**config.mk**
```make
export PLATFORM = sky130hd
export DESIGN_NAME = param_counter
export DESIGN_NICKNAME = d
export VERILOG_FILES = /design/src/rtl/param_counter.sv
export SDC_FILE = /design/constraint.sdc
export NUM_CORES = 1
export LEC_CHECK = 0
export ABC_CLOCK_PERIOD_IN_PS = 5300
export BUFFER_PORTS_ARGS = -buffer_cell sky130_fd_sc_hd__buf_2
export CAP_MARGIN = 20
export CORE_ASPECT_RATIO = 1.1
export CORE_MARGIN = 4
export CORE_UTILIZATION = 54
export CTS_CLUSTER_SIZE = 16
export DETAILED_ROUTE_END_ITERATION = 8
export GPL_TIMING_DRIVEN = 0
export PLACE_DENSITY_LB_ADDON = 0.2
export REMOVE_ABC_BUFFERS = 1
export SETUP_SLACK_MARGIN = 0.4
export SYNTH_ARGS = -nofsm -noshare
export SYNTH_HDL_FRONTEND = slang
export SYNTH_SLANG_ARGS = --single-unit
export TNS_END_PERCENT = 100
```
**constraint.sdc**
```tcl
create_clock -name clock -period 5.3 [get_ports clock]
set_clock_uncertainty 0.2 [all_clocks]
set_input_delay 0.53 -clock clock [delete_from_list [all_inputs] [get_ports clock]]
set_output_delay 0.53 -clock clock [all_outputs]
set_load 0.01 [all_outputs]
```
**src/rtl/param_counter.sv**
```systemverilog
`default_nettype none
// ============================================================================
//  Module      : param_counter
//  Description : Up/down counter bounded to 0..MAX_VAL with wrap or saturate
//                boundary handling, synchronous load and clear, a registered
//                one-cycle boundary pulse and a sticky boundary flag.
//  Ports       : clock        - rising-edge clock
//                reset        - asynchronous active-low reset
//                io_en        - step enable (one step per cycle)
//                io_up        - 1 = count up, 0 = count down
//                io_sat       - 0 = wrap at boundary, 1 = saturate
//                io_load      - synchronous load strobe
//                io_load_val  - value to load (clamped to MAX_VAL)
//                io_clear     - synchronous clear of count and sticky flag
//                io_out       - current count (direct register output)
//                io_tc        - pulse for the cycle after a boundary event
//                io_ovf       - sticky: boundary event since clear/reset
//  Revision    : 1.0 - initial release
// ============================================================================
module param_counter #(
    parameter int WIDTH   = 8,
    parameter int MAX_VAL = 10
) (
    input  logic             clock,
    input  logic             reset,
    input  logic             io_en,
    input  logic             io_up,
    input  logic             io_sat,
    input  logic             io_load,
    input  logic [WIDTH-1:0] io_load_val,
    input  logic             io_clear,
    output logic [WIDTH-1:0] io_out,
    output logic             io_tc,
    output logic             io_ovf
);

    localparam logic [WIDTH-1:0] c_max     = WIDTH'(MAX_VAL);
    localparam logic [WIDTH:0]   c_max_ext = (WIDTH+1)'(MAX_VAL);
    localparam logic [WIDTH-1:0] c_one     = {{(WIDTH-1){1'b0}}, 1'b1};

    logic [WIDTH-1:0] r_count;
    logic             r_tc;
    logic             r_ovf;

    logic [WIDTH:0]   w_sum;
    logic [WIDTH:0]   w_load_ext;
    logic             w_at_max;
    logic             w_at_zero;
    logic [WIDTH-1:0] w_next_count;
    logic             w_event;
    logic             w_next_ovf;

    // Increment is formed one bit wider so that count+1 can never alias
    // back into range; "at max" is then simply "the increment overshoots".
    assign w_sum      = {1'b0, r_count} + {{WIDTH{1'b0}}, 1'b1};
    assign w_load_ext = {1'b0, io_load_val};
    assign w_at_max   = (w_sum > c_max_ext);
    assign w_at_zero  = (r_count == '0);

    always_comb begin
        w_next_count = r_count;
        w_event      = 1'b0;
        w_next_ovf   = r_ovf;
        if (io_clear) begin
            w_next_count = '0;
            w_next_ovf   = 1'b0;
        end else if (io_load) begin
            w_next_count = (w_load_ext > c_max_ext) ? c_max : io_load_val;
        end else if (io_en) begin
            if (io_up) begin
                if (w_at_max) begin
                    w_event      = 1'b1;
                    w_next_count = io_sat ? c_max : '0;
                end else begin
                    w_next_count = w_sum[WIDTH-1:0];
                end
            end else begin
                if (w_at_zero) begin
                    w_event      = 1'b1;
                    w_next_count = io_sat ? '0 : c_max;
                end else begin
                    w_next_count = r_count - c_one;
                end
            end
            if (w_event) begin
                w_next_ovf = 1'b1;
            end
        end
    end

    always_ff @(posedge clock or negedge reset) begin
        if (!reset) begin
            r_count <= '0;
            r_tc    <= 1'b0;
            r_ovf   <= 1'b0;
        end else begin
            r_count <= w_next_count;
            r_tc    <= w_event;
            r_ovf   <= w_next_ovf;
        end
    end

    assign io_out = r_count;
    assign io_tc  = r_tc;
    assign io_ovf = r_ovf;

endmodule
`default_nettype wire

```
# ---- Yosys cells after proc, flatten, opt, wreduce, memory -nomap -nowiden
# Index checks and enable logic that the tools add are counted.
dict set report word_totals {
  register_bits 10
  out_inout_bits 10
}
dict set report classes {
  addsub 2
  n_lt_le_gt_ge 2
  eq_ne 1
  muxes 22
  n_reduce_logical 5
}
# operator count
set op_table {}
lappend op_table {{two-way mux 8 bit} 7}
lappend op_table {{two-way mux 1 bit} 13}
lappend op_table {{adder 8 x 1 -> 9 bit (second input constant)} 1}
lappend op_table {{> comparator 9 x 4 -> 1 bit (second input constant)} 1}
lappend op_table {{> comparator 8 x 4 -> 1 bit (second input constant)} 1}
lappend op_table {{zero test 8 bit} 1}
lappend op_table {{two-way mux 4 bit} 2}
lappend op_table {{subtractor 8 x 1 -> 8 bit (second input constant)} 1}
lappend op_table {{nonzero test 2 bit} 2}
lappend op_table {{AND reduction 3 bit} 1}
lappend op_table {{nonzero test 3 bit} 1}
lappend op_table {{!= test 2 x 1 -> 1 bit (second input constant)} 1}

# ---- Logic depth before layout (Yosys ltp)
# Gate-level depths: netlist of run 1.
dict set report depth {
  depth_word 11
  mapped_depth 7
}

# ---- Least setup slack after synthesis of run 1
# Ideal clock, no wire load.
dict set report synth_timing {
  path_kind {flip-flop to flip-flop}
  from {register r_count[0] (netlist: io_out[0])}
  to {register r_count[1] (netlist: io_out[1])}
  t_arrival_ns 1.926
  path_slack_ns 3.062
  path_stages_with_launch 8
  n_path_buf 0
  synth_period_minus_slack_ns 2.238
  cell_sequence {dfrtp_1 > inv_1 > ha_1 > inv_1 > o21ai_0 > a211o_1 > and3b_1 > a2111oi_2}
}
dict set report synth_via {
  elab_chain_len 7
}
# element line
set synth_rtl {}
lappend synth_rtl {{from (decl)} 41} ;# logic [WIDTH-1:0] r_count;
lappend synth_rtl {{from (signal assigned)} 97} ;# r_count <= w_next_count;
lappend synth_rtl {{adder 8 x 1 -> 9 bit} 55} ;# assign w_sum = {1'b0, r_count} + {{WIDTH{1'b0}}, 1'b1};
lappend synth_rtl {{> comparator 9 x 4 -> 1 bit} 57} ;# assign w_at_max = (w_sum > c_max_ext);
lappend synth_rtl {{two-way mux 8 bit} 71} ;# if (w_at_max) begin
lappend synth_rtl {{two-way mux 8 bit *} 70} ;# if (io_up) begin
lappend synth_rtl {{two-way mux 8 bit *} 69} ;# end else if (io_en) begin
lappend synth_rtl {{two-way mux 8 bit *} 67} ;# end else if (io_load) begin
lappend synth_rtl {{two-way mux 8 bit *} 64} ;# if (io_clear) begin
# Mark *: on every way between the ends. The rest lies on a longest branch, timed or not. The select of a mux whose other input is x is not followed.
# A chain may end at the register's enable or synchronous reset.

# ---- Worst setup path in the final report of run 1
dict set report layout_timing {
  from {register r_count[1] (netlist: io_out[1])}
  to {register r_count[1] (netlist: io_out[1])}
}
# Same word-level chain as after synthesis.

==> flow_summary.ini, run 1 <==
[status]
status = finished clean

[synth]
ys_types = 41
synth-simple-area-share = 0.245
synth_compound_area_frac = 0.299
ys.flop_type = dfrtp_1
synth_top_family_by_area = compound AO/OA/AOI/OAI gates
yosys.area.top_type = dfrtp_1
synth_area_per_cell_um2 = 8.13
synth_fa_ha_area_frac = 0.0581
yosys-top-cells-count = dfrtp_1 (10), nor3_1 (10), inv_1 (9)
yosysTopAreaCellShare = 0.290
synth.area.mux_share = 0.0131
synthTopCellsByArea = dfrtp_1 (29%), ha_1 (5.8%), nor3_1 (5.8%), o21ai_0 (4.6%), inv_1 (3.9%)
synth-seq-cells = 10
ys_warn_count = 0
synth_xor_area_frac = 0.0305
syn-cell-area_um2 = 862
synthArstFlopShare = 1.00
synth-edff-count = 0
synth_seq_area_share = 0.290
syn_inst = 106

[clocking]
clk_latency_ps = 290
post_cts_buffers = 0
cts_buffers = 3
htreeDepth = 1
ctsResizeCount = 0
clockRootBuffer = clkbuf_4
clockBufferDepth = 2
path_clk_slew_ps = 90
cts.sinks = 10
tritoncts = built
cts-hold-fix-buffers = 1

[worst_setup_path]
worstPathRequired_ps = 5290
slowest_stage = dfrtp_1
critPathBufInv = 2
start_kind = register
crit_start = io_out[1]
worstPathCellList = inv_1 > ha_1 > inv_1 > o21ai_0 > a211o_1 > and3b_1 > a2111oi_2
cpLargestDelayFamily = compound AO/OA/AOI/OAI gates
cp-end-kind = register
setup.worst_path.class = reg -> reg
arrival_ps = 2530
path_max_fanout = 9
crit_top_cell = inv_1
r2r-start = io_out[1]
max_stage_delay_ps = 560

[placement]
port_buffers = 24
gp_congestion = 0.827
placed_area_um2 = 981
place_ws_ps = 2820
hpwl_um = 1770

[sta]
finalCritPeriodShare = 0.480
worst_slack_ps = 2760
rsz0062_at_grt = false
fmax_ghz = 0.393
slew_viol_final = 0
min_period_ps = 2540
setup_violations = 0
relSlewSlack = 0.509
tightest_slew_ps = 731
fin_tns_setup_ps = 0
hold_violations = 0

[die]
io_pins = 25
chipHeight_um = 49.9
fp-row-count = 14
die_x_um = 46.1
core_area_mm2 = 0.00144
start_util = 0.600
die_area_mm2 = 0.00230

[cells_and_area]
n_fill_cell = 126
multi_input_area_um2 = 557
register_area_um2 = 250
area_delta_synth_final_pct = 19.2
diodes = 0
fin_area_mm2 = 0.00103
fin_util = 0.715
nets = 150
drive_above_1_share = 0.254

[power]
power_density_mw_per_mm2 = 243
ir_drop_v = 0.000161
p_leak_nw = 0.491

[run]
cap_viol_max_count = 0

[grt]
grt_max_degree = 11
grt_pass1_wl_um = 3800
grt.overflow.total = 0
antenna_found_initial = 0
track_usage = 0.219
grt_pass1_vias = 937

[min_path]
min_path_type = in -> reg
min-delay-start = io_load

[route]
vias = 972
route.detailed.drc = 0
viasPerCell = 6.66
routed_wl_um = 2310
routedWlPerCell_um = 15.8
drt_iter0_drc = 42
firstDrtPassIters = 4
detail-route-antenna-nets = 0
report_power, final:
group	switching, mW	total, mW	internal (mW)
clock network	0.0337	0.0756	0.0418
logic	0.0473	0.0822	0.0349
registers	0.0110	0.0918	0.0808
layout make-up:
cell class	instances	share of cell area
sequential	10	0.244
timing repair buffer	25	0.127
clock buffer	4	0.0353
tap	16	0.0195
inverter	9	0.0329
multi-input combinational	82	0.542
cell usage in the layout, fill, tap and decap left out, types with 2 or more instances in the layout:
cell	n
o21ai_0	8
a221oi_1	2
nor3_1	10
dfrtp_1	10
a21oi_1	2
a31oi_1	3
and3_1	2
a22oi_1	2
a41oi_1	2
clkbuf_4	3
a211o_1	2
nand3_1	2
or3_1	2
ha_1	4
nand2_1	7
xnor2_1	2
inv_1	9
o31ai_1	2
a21o_1	2
nor2_1	7
nor3_2	2
buf_2	24
cell families (layout without fill, tap and decap cells):
group / count (synthesis) / in the layout
xor+xnor: 3 / 3
mux: 1 / 1
buf+inv: 14 / 38
compound gates: 35 / 35
simple gates: 39 / 39
fa+ha+maj: 4 / 4
flops: 10 / 10
worst reg2reg max path, cell delays in order (launching register included):
cell,delay (ps)
dfrtp_1,560
inv_1,170
ha_1,350
inv_1,110
o21ai_0,90
a211o_1,400
and3b_1,220
a2111oi_2,340
layer usage:
layer / track usage / wire [um] / up-vias
met2: 0.356 / 1110 / 67
li1: - / - / 453
met4: 0.118 / 96 / 0
met1: 0.263 / 913 / 437
met5: 0 / 0 / -
met3: 0.0364 / 189 / 15
path summary, 6_finish.rpt:
| path | to | slack [ps] | cells after the start |
|---|---|---|---|
| max | io_out[1] | 2760 | 7 |
| max reg2reg | io_out[1] | 2760 | 7 |
| min in group asynchronous | io_out[2] | 420 | 2 |
| min | io_out[6] | 320 | 2 |
| max in group asynchronous | io_out[0] | 4260 | 2 |
| min reg2reg | io_ovf | 320 | 2 |
registers in the layout (all words and copies together), names as in the netlist:
register	count
io_out	8
io_ovf	1
io_tc	1
through the flow:
| stage | hold slack [ps] | cells | power, mW |
|---|---|---|---|
| after floorplan | 34.4 | 101 | 0.144 |
| after global routing | 340 | 146 | 0.262 |
| after detailed placement | 203 | 141 | 0.173 |
| final | 316 | 146 | 0.250 |
| after CTS | 319 | 146 | 0.247 |
| after global placement | 202 | 141 | 0.170 |
No activity file was read; power rests on OpenSTA's default activity.
==> run 2: changes to the inputs <==
Settings changed: ABC_CLOCK_PERIOD_IN_PS 5300 to 2200, CORE_UTILIZATION 54 to 45.
Clock period 5.3 ns to 2.2 ns, I/O delays scaled along.
==> run 2 against run 1 <==
  * The run now ends with setup timing left
  * Non-clock buffer count rose by 21
  * Fmax rose by 12%
  * Sequential share of layout area fell by 5.5 points
  * Global-route usage rose by 3.0 points
  * Worst hold slack got worse by 300 ps
  * Count of clock-buffer cells in the layout did not move
  * Combinational power rose to 4.0 times the previous value
  * Routed wire length rose by 36%
  * Setup slack got worse by 2800 ps
  * Sequential power rose by 150%
  * Critical path type unchanged
  * Largest cell class unchanged
==> flow_summary.ini, run 2 (synthesis results as in run 1) <==
[placement]
hpwl_um = 1840
gp_congestion = 0.894
port_buffers = 24

[cells_and_area]
diodes = 0
nets = 171
drive_above_1_share = 0.523
largest_reg_flops = 8
area_delta_synth_final_pct = 58.1
layout_commonest_cell = buf_2
layout_common_cells = buf_2 (24), buf_4 (14), nor3_1 (10), nand2_1 (7), buf_6 (7)

[worst_setup_path]
r2r-start = io_out[1]
max_stage_delay_ps = 480
worstRegToRegCells = 7
slowest_stage = dfrtp_2
cp-end-kind = register
worstReg2RegEnd = io_out[1]
worstPathRequired_ps = 2160
setup.worst_path.class = reg -> reg
arrival_ps = 2240
crit_top_cell = buf_6
ff2ff_setup_slack_ps = -80
start_kind = register
path_max_fanout = 5
worstPathCellList = buf_6 > buf_6 > a21boi_2 > a41oi_2 > a211o_1 > and3b_2 > a2111oi_4

[clocking]
path_clk_slew_ps = 70
clockRootBuffer = clkbuf_4
cts.sinks = 10
clk_latency_ps = 280
cts_buffers = 3
tritoncts = built
clockBufferDepth = 2
htreeDepth = 1

[min_path]
holdPathEnd = io_out[0]
holdPathStages = 2
min-delay-start = io_clear
min_path_type = in -> reg

[route]
route.detailed.drc = 0
vias = 1080
routedWlPerCell_um = 18.6
drt_iter0_drc = 51
viasPerCell = 6.39
firstDrtPassIters = 4
detail-route-antenna-nets = 0
routed_wl_um = 3150

[die]
start_util = 0.478
die_area_mm2 = 0.00268
fp-row-count = 16
chipHeight_um = 53.9
io_pins = 25
core_area_mm2 = 0.00180
die_x_um = 49.7

[sta]
worst_slack_ps = -77.3
slew_viol_final = 0
whs_ps = 14.9
fmax_ghz = 0.439
setup_violations = 3
finalCritPeriodShare = 1.04
tightest_slew_ps = 814
hold_violations = 0
rsz0062_at_grt = true
relSlewSlack = 0.453
fin_tns_setup_ps = -177
min_period_ps = 2280

[grt]
grt_pass1_vias = 1080
grt.overflow.total = 0
grt_pass1_wl_um = 5030
track_usage = 0.249
grt_max_degree = 11
antenna_found_initial = 0

[run]
cap_viol_max_count = 0

[power]
power_density_mw_per_mm2 = 542
ir_drop_v = 0.000374
totalPowerFinal_uw = 739
p_leak_nw = 0.622

[status]
status = finished, violations left
violations = setup timing
run 2: metal layers:
metal,share of wire,track usage,up-vias
met2,0.51,0.449,54
li1,-,-,491
met5,0,0,-
met1,0.38,0.290,524
met3,0.079,0.0471,11
met4,0.026,0.111,0
run 2: area by class of cell:
class,instances,area [um2]
Sequential cell,10,256
Clock buffer,4,36.3
Timing Repair Buffer,46,314
Tap cell,18,22.5
Fill cell,131,439
Multi-Input combinational cell,82,699
Inverter,9,33.8
run 2: how the worst max path moves through the flow:
stage                          from   endpoint  slack (ps)  depth (start not counted)
after CTS                 io_out[0]  io_out[2]          90                          7
after global routing      io_out[1]  io_out[1]        -160                          7
final                     io_out[1]  io_out[1]         -80                          7
after global placement    io_out[1]  io_out[1]        -200                          7
after floorplan           io_out[0]  io_out[1]         -40                          7
after detailed placement  io_out[0]  io_out[1]        -270                          7
run 2: per-stage QoR:
| stage | setup slack [ps] | instances | instance area, um2 | util |
|---|---|---|---|---|
| after global routing | -161 | 169 | 1360 | 0.756 |
| final | -77.3 | 169 | 1360 | 0.756 |
| after detailed placement | -265 | 143 | 983 | 0.546 |
| after floorplan | -37.7 | 101 | 841 | - |
| after global placement | -198 | 143 | 983 | 0.546 |
| after CTS | 91.9 | 163 | 1260 | 0.701 |
run 2: critical path, delay by kind of cell (launching register included):
kind	cells	cell delay, ps
DFF	1	480
buffers and inverters	2	250
and+or+nand+nor	1	260
AOI/OAI and AO/OA	4	970
run 2: power by group:
group	internal [mW]	total [mW]	switching [mW]
Combinational	0.170	0.332	0.162
Clock	0.101	0.179	0.0778
Sequential	0.196	0.228	0.0315
run 2: what timing repair did:
action / CTS / global route
pin swaps: 12 / 7
buffers inserted: 15 / 6
hold buffers: 1 / 0
resized for setup: 29 / 12
endpoints found under the setup margin: 10 / 10
cloned: 0 / 0
endpoints found under the hold margin: 10 / 0
